### src/rtl/fir_hp_pilot_pkg.sv
// Shared constants, state type, high-pass coefficient set and the dequantizer
// used by the pilot-path FIR stages.
package fir_hp_pilot_pkg;

  localparam int DATA_SIZE  = 32;
  localparam int ACC_SIZE   = 64;
  localparam int TAPS       = 32;
  localparam int QUANT_BITS = 10;

  localparam logic signed [ACC_SIZE-1:0] QUANT_VAL  = {{(ACC_SIZE-1){1'b0}}, 1'b1} << QUANT_BITS;
  localparam logic signed [ACC_SIZE-1:0] QUANT_MASK = QUANT_VAL - {{(ACC_SIZE-1){1'b0}}, 1'b1};

  typedef enum logic [1:0] {
    S_IDLE,
    S_MAC,
    S_OUT
  } state_t;

  // Symmetric Q10 high-pass: the taps sum to exactly zero, so DC is fully rejected.
  localparam logic signed [DATA_SIZE-1:0] HP_PILOT_COEFFS [TAPS] = '{
    -3,  -4,  -6,  -8, -11, -14, -18, -22,
    -27, -32, -37, -42, -46, -50, -53, 373,
    373, -53, -50, -46, -42, -37, -32, -27,
    -22, -18, -14, -11,  -8,  -6,  -4,  -3
  };

  // Divide by 2^QUANT_BITS truncating toward zero, like C integer division.
  function automatic logic signed [ACC_SIZE-1:0] dequantize(input logic signed [ACC_SIZE-1:0] value);
    if (value[ACC_SIZE-1])
      return (value + QUANT_MASK) >>> QUANT_BITS;
    else
      return value >>> QUANT_BITS;
  endfunction

endpackage

### src/rtl/fir_hp_pilot_if.sv
// FIFO-facing bundle of the pilot high-pass stage: upstream FWFT read port and
// downstream write port. master = filter side, slave = FIFO/test side.
interface fir_hp_pilot_if #(
  parameter int DATA_SIZE = fir_hp_pilot_pkg::DATA_SIZE
);

  logic                        in_empty;
  logic signed [DATA_SIZE-1:0] in_dout;
  logic                        in_rd_en;
  logic                        out_full;
  logic                        out_wr_en;
  logic signed [DATA_SIZE-1:0] out_din;

  modport master (
    input  in_empty,
    input  in_dout,
    input  out_full,
    output in_rd_en,
    output out_wr_en,
    output out_din
  );

  modport slave (
    output in_empty,
    output in_dout,
    output out_full,
    input  in_rd_en,
    input  out_wr_en,
    input  out_din
  );

endinterface

### src/rtl/fir_hp_pilot.sv
// Sequential single-MAC FIR high-pass removing DC from the squared pilot.
// Define FIR_HP_PILOT_SAT_EN to saturate the output instead of wrapping.
module fir_hp_pilot
  import fir_hp_pilot_pkg::*;
(
  input  logic          clock,
  input  logic          reset,
  fir_hp_pilot_if.master bus
);

  localparam int IDX_W = $clog2(TAPS);

  state_t                       state;
  logic [IDX_W-1:0]             idx;
  logic signed [ACC_SIZE-1:0]   acc;
  logic signed [DATA_SIZE-1:0]  hist [TAPS];
  logic signed [DATA_SIZE-1:0]  last_din;
  logic signed [2*DATA_SIZE-1:0] product;
  logic signed [DATA_SIZE-1:0]  result;
  logic                         pop;
  logic                         push;

  // FWFT handshake: strobes are decoded from state so a pop or push lands in
  // the same cycle the FIFO flag is seen, and never while reset is held.
  assign pop  = reset && (state == S_IDLE) && !bus.in_empty;
  assign push = reset && (state == S_OUT)  && !bus.out_full;

  assign bus.in_rd_en  = pop;
  assign bus.out_wr_en = push;
  assign bus.out_din   = push ? result : last_din;

  assign product = HP_PILOT_COEFFS[idx] * hist[idx];

`ifdef FIR_HP_PILOT_SAT_EN
  localparam logic signed [ACC_SIZE-1:0] SAT_MAX = ACC_SIZE'({1'b0, {(DATA_SIZE-1){1'b1}}});
  localparam logic signed [ACC_SIZE-1:0] SAT_MIN = ~SAT_MAX;

  logic signed [ACC_SIZE-1:0] deq;
  logic                       clip_hi;
  logic                       clip_lo;
  logic                       sat_seen;

  assign deq     = dequantize(acc);
  assign clip_hi = deq > SAT_MAX;
  assign clip_lo = deq < SAT_MIN;
  assign result  = clip_hi ? SAT_MAX[DATA_SIZE-1:0] :
                   clip_lo ? SAT_MIN[DATA_SIZE-1:0] : deq[DATA_SIZE-1:0];

  always_ff @(posedge clock or negedge reset) begin
    if (!reset)
      sat_seen <= 1'b0;
    else if (push && (clip_hi || clip_lo))
      sat_seen <= 1'b1;
  end
`else
  assign result = DATA_SIZE'(dequantize(acc));
`endif

  always_ff @(posedge clock or negedge reset) begin
    if (!reset) begin
      state    <= S_IDLE;
      idx      <= '0;
      acc      <= '0;
      last_din <= '0;
      for (int k = 0; k < TAPS; k++)
        hist[k] <= '0;
    end else begin
      case (state)
        S_IDLE: begin
          if (pop) begin
            hist[0] <= bus.in_dout;
            for (int k = 1; k < TAPS; k++)
              hist[k] <= hist[k-1];
            acc   <= '0;
            idx   <= '0;
            state <= S_MAC;
          end
        end
        S_MAC: begin
          acc <= acc + ACC_SIZE'(product);
          if (idx == IDX_W'(TAPS - 1)) begin
            idx   <= '0;
            state <= S_OUT;
          end else begin
            idx <= idx + IDX_W'(1);
          end
        end
        S_OUT: begin
          if (push) begin
            last_din <= result;
            state    <= S_IDLE;
          end
        end
        default: state <= S_IDLE;
      endcase
    end
  end

endmodule

### src/flat_wrapper.sv
// flat-port wrapper written by rule: the top's interface ports become plain ports
module fir_hp_pilot_flat import fir_hp_pilot_pkg::*;
  (clock, reset, bus_in_empty, bus_in_dout, bus_out_full, bus_in_rd_en, bus_out_wr_en, bus_out_din);
  fir_hp_pilot_if bus_i ();
  input  logic clock;
  input  logic reset;
  input wire logic [$bits(bus_i.in_empty)-1:0] bus_in_empty;
  input wire logic [$bits(bus_i.in_dout)-1:0] bus_in_dout;
  input wire logic [$bits(bus_i.out_full)-1:0] bus_out_full;
  output wire logic [$bits(bus_i.in_rd_en)-1:0] bus_in_rd_en;
  output wire logic [$bits(bus_i.out_wr_en)-1:0] bus_out_wr_en;
  output wire logic [$bits(bus_i.out_din)-1:0] bus_out_din;
  assign bus_i.in_empty = bus_in_empty;
  assign bus_i.in_dout = bus_in_dout;
  assign bus_i.out_full = bus_out_full;
  assign bus_in_rd_en = bus_i.in_rd_en;
  assign bus_out_wr_en = bus_i.out_wr_en;
  assign bus_out_din = bus_i.out_din;
  fir_hp_pilot u_core (.clock(clock), .reset(reset), .bus(bus_i));
endmodule
### config.mk
export PLATFORM = sky130hd
export DESIGN_NAME = fir_hp_pilot_flat
export DESIGN_NICKNAME = d
export VERILOG_FILES = /design/src/rtl/fir_hp_pilot_pkg.sv /design/src/rtl/fir_hp_pilot_if.sv /design/src/rtl/fir_hp_pilot.sv /design/src/flat_wrapper.sv
export SDC_FILE = /design/constraint.sdc
export NUM_CORES = 2
export LEC_CHECK = 0
export ABC_AREA = 1
export ABC_CLOCK_PERIOD_IN_PS = 25600
export BUFFER_PORTS_ARGS = -buffer_cell sky130_fd_sc_hd__buf_2
export CAP_MARGIN = 40
export CORE_MARGIN = 2
export CORE_UTILIZATION = 50
export DETAILED_ROUTE_END_ITERATION = 7
export GPL_ROUTABILITY_DRIVEN = 0
export GPL_TIMING_DRIVEN = 0
export PLACE_DENSITY = 0.69
export SYNTH_ARGS = -nofsm -noshare
export SYNTH_HDL_FRONTEND = slang
export SYNTH_SLANG_ARGS = --single-unit
### constraint.sdc
create_clock -name clock -period 25.6 [get_ports clock]
set_input_delay 2.56 -clock clock [delete_from_list [all_inputs] [get_ports clock]]
set_output_delay 2.56 -clock clock [all_outputs]
set_load 0.01 [all_outputs]
==> summary.txt <==
Outcome
  • Status: finished with violations
  • Failing checks: design-rule violations

Worst setup path
  • Req. time, crit path: 26.20 ns
  • CP max-delay cell: fa_1
  • Worst EP arrival: 12.33 ns
  • CP max FO: 13
  • Setup crit end kind: flop
  • Setup CP Type: flop to flop
  • CP max stage delay: 0.93 ns
  • Setup crit start kind: flop
  • Most frequent CP cell: fa_1

Timing
  • Fmax: 85.3 MHz
  • Worst slew pin tran: 1.13 ns
  • Setup violators final: 0
  • Clock Skew: 0.0938 ns
  • Max-slew violation count: 0
  • Final period util: 45.8%
  • Final Hold Fails: 0
  • RSZ-0062 raised after global routing: false
  • Crit path time final: 11.73 ns
  • Rel. slew slack: 24.4%

Global routing
  • First-pass GRT wire length: 434,000 microns
  • Via count of the first global-routing pass: 68,500
  • Initial antenna violation count: 16
  • Total grt overflow: 0
  • Total GRT Usage: 37.0%
  • Largest net degree at the start of global routing: 155

Finish
  • Layout cells sized above 1: 6.32%
  • Area taken by multi-input logic gates: 40,700 sq um
  • Synth-to-layout area growth: 10.9%
  • Flip-flop and latch area: 28,200 sq um
  • NumNets Final: 10,800
  • Final Core Density: 55.9%
  • Fill cell count: 14,000

Flow run
  • Maxcap violations: 0

Drt
  • Via Count: 70,300
  • Residual DRC count: 16
  • Antenna-violating nets left: 0
  • Avg WL per Cell: 24.4 microns
  • Pre-antenna DRT Iters: 8
  • 1st-iter DRT viols: 10,200
  • Drt total wl: 292,000 microns
  • Vias per cell: 5.87

Die
  • Initial cell density of the core: 50.4%
  • Rows: 144
  • Die area: 159,000 sq um
  • Die Wd: 398 microns
  • Top Ports: 70
  • Core area: 154,000 sq um
  • Die Height: 398 microns

Clock network
  • Root Buffer: clkbuf_16
  • Reg clk slew, reported paths: 0.06 ns
  • Skew-Pair Late Insertion Delay: 0.81 ns
  • Setup Fix Bufs, Post-CTS: 0
  • H-tree levels: 3
  • Resized Gates After CTS: 0
  • Worst-case clock buffer depth: 3
  • Inserted Clock Buffers: 120
  • Hold_buf cts: 0
  • TritonCTS Sinks: 1,127
  • CTS tree: yes

Placed design
  • DP Wirelength: 227,000 microns
  • IO buf count: 69

Logic synthesis
  • Top cells by count, synth: nand2_1 (2,296), inv_1 (1,730), o21ai_0 (1,405)
  • Synth top area cells: dfrtp_1 (36%), fa_1 (18%), nand2_1 (11%)
  • Seq/Total Area, Yosys: 36.3%
  • Area leader, netlist: dfrtp_1
  • Most common cell in the netlist: nand2_1
  • Main synth FF type: dfrtp_1
  • Syn_area_per_cell: 8.14 sq um
  • Ys Warns: 0
  • Top cell type's share of synthesized area: 36.3%
  • Cell count after synthesis: 9,546
  • Async SR Flop Fraction: 100%
  • Count of cell types in the netlist: 50
  • Post-synth EDFFs: 0
  • Synthesized net count: 10,500
  • Seq cells post-synth: 1,127
  • Cell area after synthesis: 77,700 sq um

Worst hold path
  • Hold Crit Class: flop to flop
[per-stage QoR]
stage	hold WS, ns	setup slack (ns)	instances	instance area (sq um)	TNS, ns
after global placement	0.457	-4.74	11700	80600	-4973.64
after floorplan	0.443	15.36	9546	77700	0
after CTS	0.419	14.03	12000	86100	0
after global routing	0.461	13.43	12000	86100	0
after detailed placement	0.461	14.02	11700	81800	0
final	0.414	13.87	12000	86100	0
[path summary, 6_finish.rpt]
check / startpoint / endpoint / slack [ns] / cells after the start
setup / recovery: u_core.idx[0] / u_core.acc[60] / 13.87 / 37
hold / removal: u_core.hist[602] / u_core.hist[570] / 0.41 / 2
setup reg to reg: u_core.idx[0] / u_core.acc[60] / 13.87 / 37
hold reg to reg: u_core.hist[602] / u_core.hist[570] / 0.41 / 2
max in group asynchronous: reset / u_core.last_din[24] / 21.40 / 4
min in group asynchronous: reset / u_core.hist[180] / 1.75 / 1
[logic make-up (layout without fill, tap and decap cells)]
| kind of cell | count (synthesis) | in the layout | synth area share (%) |
|---|---|---|---|
| AO/OA/AOI/OAI | 2203 | 2203 | 14.6 |
| XOR/XNOR | 12 | 12 | 0.135 |
| adder cells (fa/ha/maj) | 940 | 940 | 22.0 |
| buffers and inverters | 2218 | 2592 | 11.3 |
| flip-flops | 1127 | 1127 | 36.3 |
| other | 0 | 18 | 0 |
| AND/OR/NAND/NOR | 3046 | 3046 | 15.6 |
[layout by cell type (no fill, tap or decap), drive strengths merged, types with 4 or more instances in the layout]
master	n
nand4	60
o211ai	25
a21oi	646
ha	230
nand3	230
nor4	7
o22ai	9
fa	710
diode	18
buf	358
o31ai	6
xor2	6
and2	20
inv	1763
clkinvlp	9
nand3b	4
xnor2	6
o21ai	1475
nor3	49
nor2	353
nand2	2316
a21boi	15
and3	4
dfrtp	1127
clkbuf	406
bufinv	14
o21bai	16
clkinv	42
[registers in the layout, indices dropped and copies added, names as in the netlist]
signal           cells
u_core.idx           5
u_core.hist       1024
u_core.state         2
u_core.last_din     32
u_core.acc          64
[critical path, delay by kind of cell, from the launching register on]
kind | cells | cell delay (ns)
buf+inv | 14 | 2.85
flops | 1 | 0.40
fa+ha+maj | 10 | 5.74
simple gates | 12 | 1.75
compound gates | 1 | 0.80
[routing by layer]
metal	vias to the layer above	share of wire, %	track usage, %
met4	18	6.7	19.6
met2	5012	40	51.0
li1	30200	-	-
met3	1099	16	15.9
met5	-	0.12	1.06
met1	33900	38	49.1
[area by class of cell]
type | instances | area share (%)
Antenna cell | 18 | 0.0523
Buffer | 456 | 2.55
Clock buffer | 160 | 3.99
Clock inverter | 66 | 0.963
Inverter | 1762 | 7.68
Multi-Input combinational cell | 6201 | 47.2
Sequential cell | 1127 | 32.7
Tap cell | 2044 | 2.97
Timing Repair Buffer | 148 | 1.84
Power is not shown: default switching activity piles up to over one toggle a cycle in this logic, so the estimate is an artifact.
